==> src/rtl/seq_det_sched.sv <==
// Round-robin front end sharing one bit-serial sequence detector among NREQ requesters.
// Each granted word is cleared into, shifted through and drained out of the detector.
module seq_det_sched #(
    parameter int NREQ    = 4,
    parameter int WIDTH   = 8,
    parameter int DET_LAT = 2,
    localparam int IDW    = (NREQ > 1) ? $clog2(NREQ) : 1,
    localparam int CW     = $clog2(WIDTH + 1)
) (
    input  logic                    clk,
    input  logic                    rst,
    input  logic [NREQ-1:0]         req_valid,
    input  logic [NREQ*WIDTH-1:0]   req_data,
    output logic [NREQ-1:0]         req_ready,
    output logic                    det_clr,
    output logic                    det_inp,
    input  logic                    det_outp,
    output logic                    res_valid,
    output logic [IDW-1:0]          res_id,
    output logic [CW-1:0]           res_count,
    input  logic                    res_ready
);

    localparam int KW = $clog2(WIDTH + DET_LAT + 1);

    typedef enum logic [2:0] {IDLE, CLEAR, SHIFT, DRAIN, RESULT} state_t;

    state_t           state;
    state_t           next;
    logic [IDW-1:0]   ptr;
    logic [IDW-1:0]   win;
    logic [IDW-1:0]   id;
    logic             found;
    logic             sample;
    logic [WIDTH-1:0] word;
    logic [KW-1:0]    k;
    logic [CW-1:0]    hit;

    // First valid requester at or above ptr, wrapping.
    always_comb begin
        found = 1'b0;
        win   = '0;
        for (int i = 0; i < NREQ; i++) begin
            automatic int j = (int'(ptr) + i) % NREQ;
            if (!found && req_valid[j]) begin
                found = 1'b1;
                win   = IDW'(j);
            end
        end
    end

    always_comb begin
        next      = state;
        req_ready = '0;
        res_valid = 1'b0;
        case (state)
            IDLE: begin
                if (found) begin
                    req_ready = NREQ'(1) << win;
                    next      = CLEAR;
                end
            end
            CLEAR:
                next = SHIFT;
            SHIFT: begin
                if (k == KW'(WIDTH - 1))
                    next = (DET_LAT == 0) ? RESULT : DRAIN;
            end
            DRAIN: begin
                if (k == KW'(WIDTH + DET_LAT - 1))
                    next = RESULT;
            end
            RESULT: begin
                res_valid = 1'b1;
                if (res_ready)
                    next = IDLE;
            end
            default:
                next = IDLE;
        endcase
    end

    // Response to bit k arrives DET_LAT cycles later, so the window is offset.
    assign sample = (state == SHIFT || state == DRAIN) && (k >= KW'(DET_LAT));

    always_ff @(posedge clk or posedge rst) begin
        if (rst) begin
            state   <= IDLE;
            ptr     <= '0;
            id      <= '0;
            word    <= '0;
            k       <= '0;
            hit     <= '0;
            det_clr <= 1'b0;
            det_inp <= 1'b0;
        end else begin
            state   <= next;
            det_clr <= (next == CLEAR);
            det_inp <= (next == SHIFT) ? word[WIDTH-1] : 1'b0;
            if (state == IDLE && found) begin
                word <= req_data[int'(win)*WIDTH +: WIDTH];
                id   <= win;
                ptr  <= IDW'((int'(win) + 1) % NREQ);
            end else if (next == SHIFT) begin
                word <= word << 1;
            end
            if (state == CLEAR) begin
                k   <= '0;
                hit <= '0;
            end else if (state == SHIFT || state == DRAIN) begin
                k <= k + KW'(1);
                if (sample && det_outp && hit < CW'(WIDTH))
                    hit <= hit + CW'(1);
            end
        end
    end

    assign res_id    = id;
    assign res_count = hit;

endmodule

==> config.mk <==
export PLATFORM = sky130hd
export DESIGN_NAME = seq_det_sched
export DESIGN_NICKNAME = d
export VERILOG_FILES = /design/src/rtl/seq_det_sched.sv
export SDC_FILE = /design/constraint.sdc
export NUM_CORES = 1
export LEC_CHECK = 0
export ABC_AREA = 1
export CORE_AREA = 2 2 65 67
export DETAILED_ROUTE_END_ITERATION = 8
export DIE_AREA = 0 0 67 69
export GPL_ROUTABILITY_DRIVEN = 0
export PLACE_DENSITY = 0.89
export SYNTH_ARGS = -nofsm -noshare
export SYNTH_HDL_FRONTEND = slang
export SYNTH_SLANG_ARGS = --single-unit
==> constraint.sdc <==
create_clock -name clk -period 5.3 [get_ports clk]
set_input_delay 0.53 -clock clk [delete_from_list [all_inputs] [get_ports clk]]
set_output_delay 0.53 -clock clk [all_outputs]
set_load 0.01 [all_outputs]
==> summary.txt, run 1 <==
Finish
  – Number of diodes: 0
  – Fin nets: between 300 and 400
  – Share of cells above drive strength 1: 9.254%
  – Filler Cells Inserted: between 300 and 400
  – Storage cell area: 625.6 um2
  – Synth-to-Final Area Change: 29.50%
  – Multi-input gate area: 0.001059 mm2
  – Non-Filler Instances: approximately 390

Place
  – Placed Cells: around 380
  – Pre-CTS setup slack: 1.928 ns
  – IO Port Bufs: 52
  – Detail Placement HPWL: 3312 um

Die
  – Initial Util: around 50%
  – Die Y: around 70 um
  – Cell Rows: 23
  – Die X: 67 um
  – Core box area: approximately 0.004 mm2
  – Top-Level Pins: between 50 and 60
  – Die area: between 0.004 and 0.005 mm2

Yosys
  – Syn_nets: 333
  – Synth Register Bits: 25
  – Post-synthesis cell count: approximately 290
  – Synth cell types: 29
  – Yosys synthesis warning count: 0
  – Compound-gate portion of the synthesized area: under 10%
  – Post-Synth Adder-Cell Area: 5.165%
  – Mux cell area share after synthesis: 0%
  – Syn Area/Cell: 6.800 um2
  – Post-Synth Simple-Gate Area: roughly 42%
  – Synthesized cell area: roughly 0.0019 mm2
  – Main combinational cell family by area after synthesis: simple AND/OR/NAND/NOR gates
  – XOR/XNOR share of the synthesized area: 0%
  – Register area share after synthesis: around 32%

Clocking
  – Post-CTS Resized: 0
  – Clk slew on worst S/H paths: approximately 0.080 ns
  – CTS Hold Bufs: 0
  – Worst-skew pair later-pin latency: 0.27 ns
  – Num CTS Buffers: 3
  – Deepest clock path buffer count: 2
  – CTS root buffer: clkbuf_8
  – Post-CTS setup repair buffer count: 0
  – H-tree depth: 1
  – CTS tree: done
  – Clock sink total: 25

Worst hold path
  – Worst Hold Endpoint: word[0]$_DFFE_PP0P_
  – Worst Hold Launch: word[0]$_DFFE_PP0P_
  – Worst Hold Class: reg2reg
  – Worst Hold Depth: 2

Status
  – Status: complete, no violations

GRT
  – Initial antenna violation count: 0
  – Largest net degree at the start of global routing: 26
  – GRT Total Usage: between 20 and 25%
  – First-pass GRT wire length: around 7700 um
  – GRT Residual Overflow: 0
  – Vias in the first global route: about 1900

Worst setup path
  – R2R cell count: 13
  – CP endpoint kind: output pin
  – Critical path class: reg2out
  – Reg2reg setup slack: between 2 and 3 ns
  – Slowest stage delay, CP: roughly 0.6 ns
  – CP cell instances: inv_2 -> nand2_1 -> nand2_4 -> nand2_1 -> nand2_1 -> nand2_2 -> nand2_1 -> nand2_1 -> nand3_4 -> inv_4 -> ha_1 -> inv_1 -> nor2_1 -> clkdlybuf4s50_1
  – Startpoint types: flop
  – Worst r2r src: ptr[0]$_DFFE_PP0P_
  – CP max-delay cell: dfrtp_1
  – Worst Path Arrival: around 2.9 ns
  – Most frequent CP cell: nand2_1
  – Crit path max fanout: 20
  – R2R Path End: ptr[1]$_DFFE_PP0P_
  – Critical Path RT: 4.77 ns

Pwr
  – Pwr dens: approximately 630 mW/mm2
  – Peak supply drop: between 0.0004 and 0.0005 V
  – Static leakage: 1.279 nW

STA
  – Layout Skew: 0.003562 ns
  – Relative slew slack: 40.09%
  – Fmax: roughly 290 MHz
  – Unrepaired setup endpoints after global routing: no
  – Crit path time final: between 3 and 4 ns
  – Fin. max-slew vios: 0
  – Final hold violations: 0
  – Final setup viols: 0
  – Worst slew pin tran: around 0.90 ns
  – Setup ws final: roughly 1.8 ns
  – Fin crit share: approximately two thirds
  – Post-route setup TNS: 0 ns
  – WHS: slightly below 0.5 ns

Route
  – Post-DRT Antenna Nets: 0
  – Drt initial violations: approximately 100
  – WL/cell: 10.96 um
  – Via count: about 1900
  – Vias per cell: ~5
  – DRC viols: 0
  – DRT Pass-1 Iters: 4
  – Total routed wirelength: roughly 4200 um

Job
  – Max-cap check violation count: 0
==> per-stage QoR <==
stage | util (%) | power (W) | instance area [um2]
3_3_place_gp | 62.98 | 0.001427 | 2465
4_1_cts | 64.13 | 0.001578 | 2510
6_report | 64.13 | 0.001578 | 2510
2_1_floorplan | - | 0.001235 | 1938
5_1_grt | 64.13 | 0.001760 | 2510
3_5_place_dp | 62.98 | 0.001460 | 2465
==> critical path, delay by kind of cell, from the launching register on <==
family / cells / cell delay (ns)
adder cells (fa/ha/maj): 1 / 0.16
AND/OR/NAND/NOR: 9 / 0.92
buffers and inverters: 4 / 0.97
flip-flops: 1 / 0.60
==> power breakdown <==
| group | switching (W) | internal [W] | leakage (nW) |
|---|---|---|---|
| registers | 0.0000707 | 0.000277 | 0.312 |
| clock network | 0.0000564 | 0.0000537 | 0.0228 |
| logic | 0.000711 | 0.000408 | 0.944 |
| total | 0.000838 | 0.000739 | 1.28 |
==> how the worst max path moves through the flow <==
stage | endpoint | slack (ns) | start
2_1_floorplan | req_ready[1] | 3.05 | req_valid[3]
3_3_place_gp | req_ready[2] | 1.99 | req_valid[3]
3_5_place_dp | req_ready[3] | 1.93 | req_valid[3]
4_1_cts | req_ready[3] | 1.86 | ptr[0]$_DFFE_PP0P_
5_1_grt | req_ready[1] | 1.63 | ptr[0]$_DFFE_PP0P_
6_report | req_ready[3] | 1.84 | ptr[0]$_DFFE_PP0P_
==> per-layer routing <==
metal	global-route usage, %	share of wire (%)	vias to the layer above	wire length (um)
met4	5.442	1.0	0	43
li1	-	-	987	-
met3	3.915	6.4	7	269
met5	0	0	-	0
met2	34.65	49	59	2075
met1	25.50	43	879	1829
==> cells in the mapped netlist (all sizes together) <==
cell type	n	area, um2
a21oi	2	10.01
a31oi	1	6.260
a32oi	1	8.760
buf	6	56.30
dfrtp	25	625.6
ha	8	100.1
inv	52	197.7
nand2	107	461.7
nand3	32	207.7
nand4	2	12.51
nor2	25	110.1
nor3	2	10.01
nor3b	1	7.510
nor4	1	6.260
o211ai	1	7.510
o21ai	10	50.04
o21bai	1	7.510
o22ai	6	37.54
o32ai	1	8.760
or2	1	6.260
==> state kept, by name, indices dropped and copies added, names as in the netlist <==
register	count
det_clr	1
res_id	2
word	8
res_count	4
state	3
ptr	2
det_inp	1
k	4
==> cells by family after synthesis <==
family          count (synthesis)
flops                          25
simple gates                  171
fa+ha+maj                       8
buf+inv                        58
compound gates                 23
==> area by class of cell <==
class                   count  area share [%]
multi-input cells         202           42.17
flip-flops and latches     25           24.93
repair buffers             52           20.74
well taps                  50           2.493
clock buffers               4           1.795
inverters                  52           7.876
==> cells in the final DEF (no fill, tap or decap), types with 6 or more instances in the layout <==
cell type | Yosys | layout
clkdlybuf4s50_1 | 0 | 52
dfrtp_1 | 25 | 25
ha_1 | 8 | 8
inv_1 | 44 | 44
inv_2 | 7 | 7
nand2_1 | 93 | 93
nand2_2 | 9 | 9
nand3_1 | 27 | 27
nor2_1 | 24 | 24
o21ai_0 | 7 | 7
o22ai_1 | 6 | 6
No activity file was read; power rests on OpenSTA's default activity.
==> run 2, diff against run 1 <==
--- a/config.mk
+++ b/config.mk
@@ -6,11 +6,11 @@
 export NUM_CORES = 1
 export LEC_CHECK = 0
 export ABC_AREA = 1
-export CORE_AREA = 2 2 65 67
+export CORE_AREA = 2 2 70 72
 export DETAILED_ROUTE_END_ITERATION = 8
-export DIE_AREA = 0 0 67 69
+export DIE_AREA = 0 0 72 74
 export GPL_ROUTABILITY_DRIVEN = 0
-export PLACE_DENSITY = 0.89
+export PLACE_DENSITY = 0.82
 export SYNTH_ARGS = -nofsm -noshare
 export SYNTH_HDL_FRONTEND = slang
 export SYNTH_SLANG_ARGS = --single-unit
==> constraint.sdc (replaced) <==
create_clock -name clk -period 3.1 [get_ports clk]
set_input_delay 0.31 -clock clk [delete_from_list [all_inputs] [get_ports clk]]
set_output_delay 0.31 -clock clk [all_outputs]
set_load 0.01 [all_outputs]
==> run 2 against run 1 <==
  * Setup slack worse by 1.6 ns
  * Utilization down 8.9 points
  * Register-to-register slack worse by 1.9 ns
  * First-iteration DRC count down 30%
  * Combinational power up 76%
  * Clock skew down 0.0021 ns
  * Sequential power up 67%
  * Count of clock-buffer cells in the layout unchanged
  * Critical path depth unchanged
  * Cell count up 1.6%
  * Die area up 15%
  * Worst hold slack worse by 0.0016 ns
  * Critical endpoint is now req_ready[1]
  * Largest power group unchanged
==> summary.txt, run 2 (synthesis results as in run 1) <==
Status
  – Status: complete, no violations

Finish
  – Filler Cells Inserted: 433 (+28%)
  – Largest Register: word
  – Share of cells above drive strength 1: 9.792% (+0.54 points)
  – Fin nets: 386 (+0.52%)
  – Number of diodes: 0 (unchanged)
  – Synth-to-Final Area Change: 31.05%
  – Multi-input gate area: 0.001064 mm2 (+0.47%)
  – Max FFs per register: 8 (unchanged)
  – Most common cell after layout, fill and taps aside: nand2_1
  – Fin area: 0.002540 mm2 (+1.2%)
  – Storage cell area: 625.6 um2 (unchanged)
  – Commonest non-fill, non-tap cells in the layout: 93 x nand2_1, 52 x clkdlybuf4s50_1, 44 x inv_1, 27 x nand3_1, 25 x dfrtp_1

Route
  – Via count: 1865 (-3.5%)
  – WL/cell: 10.62 um (-3.0%)
  – Total routed wirelength: 4154 um (-1.5%)
  – Drt initial violations: 69 (-30%)
  – DRT Pass-1 Iters: 4 (unchanged)
  – DRC viols: 0 (unchanged)
  – Vias per cell: 4.770 (-4.9%)
  – Post-DRT Antenna Nets: 0 (unchanged)

Place
  – IO Port Bufs: 52 (unchanged)
  – Pre-CTS setup slack: 0.2386 ns (-1.690 ns)
  – Detail Placement HPWL: 3271 um (-1.3%)
  – Placed Area: 0.002485 mm2 (+0.81%)

Clocking
  – CTS root buffer: clkbuf_8
  – Post-CTS setup repair buffer count: 0 (unchanged)
  – Num CTS Buffers: 3 (unchanged)
  – H-tree depth: 1 (unchanged)
  – Worst-skew pair later-pin latency: 0.26 ns (about the same)
  – CTS Hold Bufs: 0 (unchanged)
  – Deepest clock path buffer count: 2 (unchanged)
  – CTS tree: done
  – Clk slew on worst S/H paths: 0.08 ns (about the same)
  – Clock sink total: 25 (unchanged)

GRT
  – GRT Residual Overflow: 0 (unchanged)
  – GRT Total Usage: 16.79% (-3.4 points)
  – First-pass GRT wire length: 7334 um (-4.3%)
  – Vias in the first global route: 1772 (-5.0%)
  – Grt met2 use: 28.91% (-5.7 points)
  – GRT busiest layer: met2
  – Largest net degree at the start of global routing: 26 (unchanged)
  – M3 GR Usage: 2.439% (-1.5 points)
  – Met1 Resource Use GR: 22.09% (-3.4 points)
  – Initial antenna violation count: 0 (unchanged)

Die
  – Top-Level Pins: 53 (unchanged)
  – Die X: 72 um (+7.5%)
  – Cell Rows: 25 (+8.7%)
  – Die area: 0.005328 mm2 (+15%)
  – Initial Util: 42.15% (-7.4 points)
  – Core box area: 0.004598 mm2 (+17%)
  – Die Y: 74 um (+7.2%)

Worst setup path
  – Critical path class: reg2out
  – Critical Path RT: 2.79 ns (-1.98 ns)
  – Worst Path Arrival: 2.56 ns (-0.37 ns)
  – Crit path max fanout: 15 (-25%)
  – Startpoint types: flop
  – CP endpoint kind: output pin

Pwr
  – Static leakage: 1.291 nW (+0.90%)
  – Pwr dens: 1076 mW/mm2 (+71%)
  – Peak supply drop: 0.0005625 V (+34%)

STA
  – Relative slew slack: 38.12% (-2.0 points)
  – Fmax: about 350 MHz
  – Final hold violations: 0 (unchanged)
  – Fin. max-slew vios: 0 (unchanged)
  – Post-route setup TNS: 0 ns (unchanged)
  – Layout Skew: 0.001438 ns (-0.002124 ns)
  – Crit path time final: between 2 and 3 ns
  – Setup ws final: 0.2258 ns (-1.617 ns)
  – Unrepaired setup endpoints after global routing: no
  – Final setup viols: 0 (unchanged)
  – Fin crit share: roughly 90%
  – Worst slew pin tran: 0.9272 ns (+0.02958 ns)

Job
  – Max-cap check violation count: 0 (unchanged)

Worst hold path
  – Worst Hold Class: reg2reg
run 2: changes by cell type in the layout (fill, tap and decap cells not counted), sizes merged:
cell / change
buf: +2
run 2: critical path, stage by stage, from the launching register on:
cell and delay, ns:
dfrtp_1 0.41, buf_4 0.19, nand2_1 0.08, nand2_2 0.10, nand2_1 0.07, nand2_1 0.06
nand2_2 0.07, nand2_1 0.07, nand2_1 0.10, nand3_4 0.14, inv_4 0.17, ha_1 0.16
inv_1 0.04, nor2_1 0.11, clkdlybuf4s50_1 0.55
run 2: final timing paths:
kind / slack, ns / start / depth (start not counted) / end
max: 0.23 / ptr[0]$_DFFE_PP0P_ / 14 / req_ready[1]
min: 0.49 / word[0]$_DFFE_PP0P_ / 2 / word[0]$_DFFE_PP0P_
max reg2reg: 1.12 / ptr[0]$_DFFE_PP0P_ / 13 / word[6]$_DFFE_PP0P_
min reg2reg: 0.49 / word[0]$_DFFE_PP0P_ / 2 / word[0]$_DFFE_PP0P_
max in group asynchronous: 1.99 / rst / 2 / word[7]$_DFFE_PP0P_
min in group asynchronous: 0.55 / rst / 2 / res_count[1]$_DFFE_PP0P_
run 2: report_power, final:
group | switching [W] | total [W] | internal, W
clock | 0.0000951 | 0.000187 | 0.0000917
sequential | 0.000106 | 0.000580 | 0.000474
combinational | 0.00123 | 0.00197 | 0.000735
run 2: metal layers:
layer	wire, um	share of wire [%]
met1	2011	48
met2	1838	44
met3	254	6.1
met4	50	1.2
met5	0	0
run 2: area by class of cell:
type	count	area share (%)
clock buffer	4	1.773
inverter	52	7.980
multi-input combinational	202	41.87
sequential	25	24.63
tap	54	2.660
timing repair buffer	54	21.08
run 2: what timing repair did:
item | CTS | global route
endpoints found under the hold margin | 0 | 0
setup endpoints to repair | 0 | 2
gates resized for setup | 0 | 3
run 2: stage by stage:
| stage | power (W) | util, % | hold WS, ns | cells |
|---|---|---|---|---|
| 4_1_cts | 0.002725 | 55.02 | 0.4902 | 391 |
| 3_3_place_gp | 0.002487 | 54.04 | 0.4644 | 387 |
| 6_report | 0.002734 | 55.24 | 0.4911 | 391 |
| 3_5_place_dp | 0.002523 | 54.04 | 0.4700 | 387 |
| 5_1_grt | 0.003064 | 55.24 | 0.5097 | 391 |
| 2_1_floorplan | 0.002111 | - | 0.3373 | 285 |
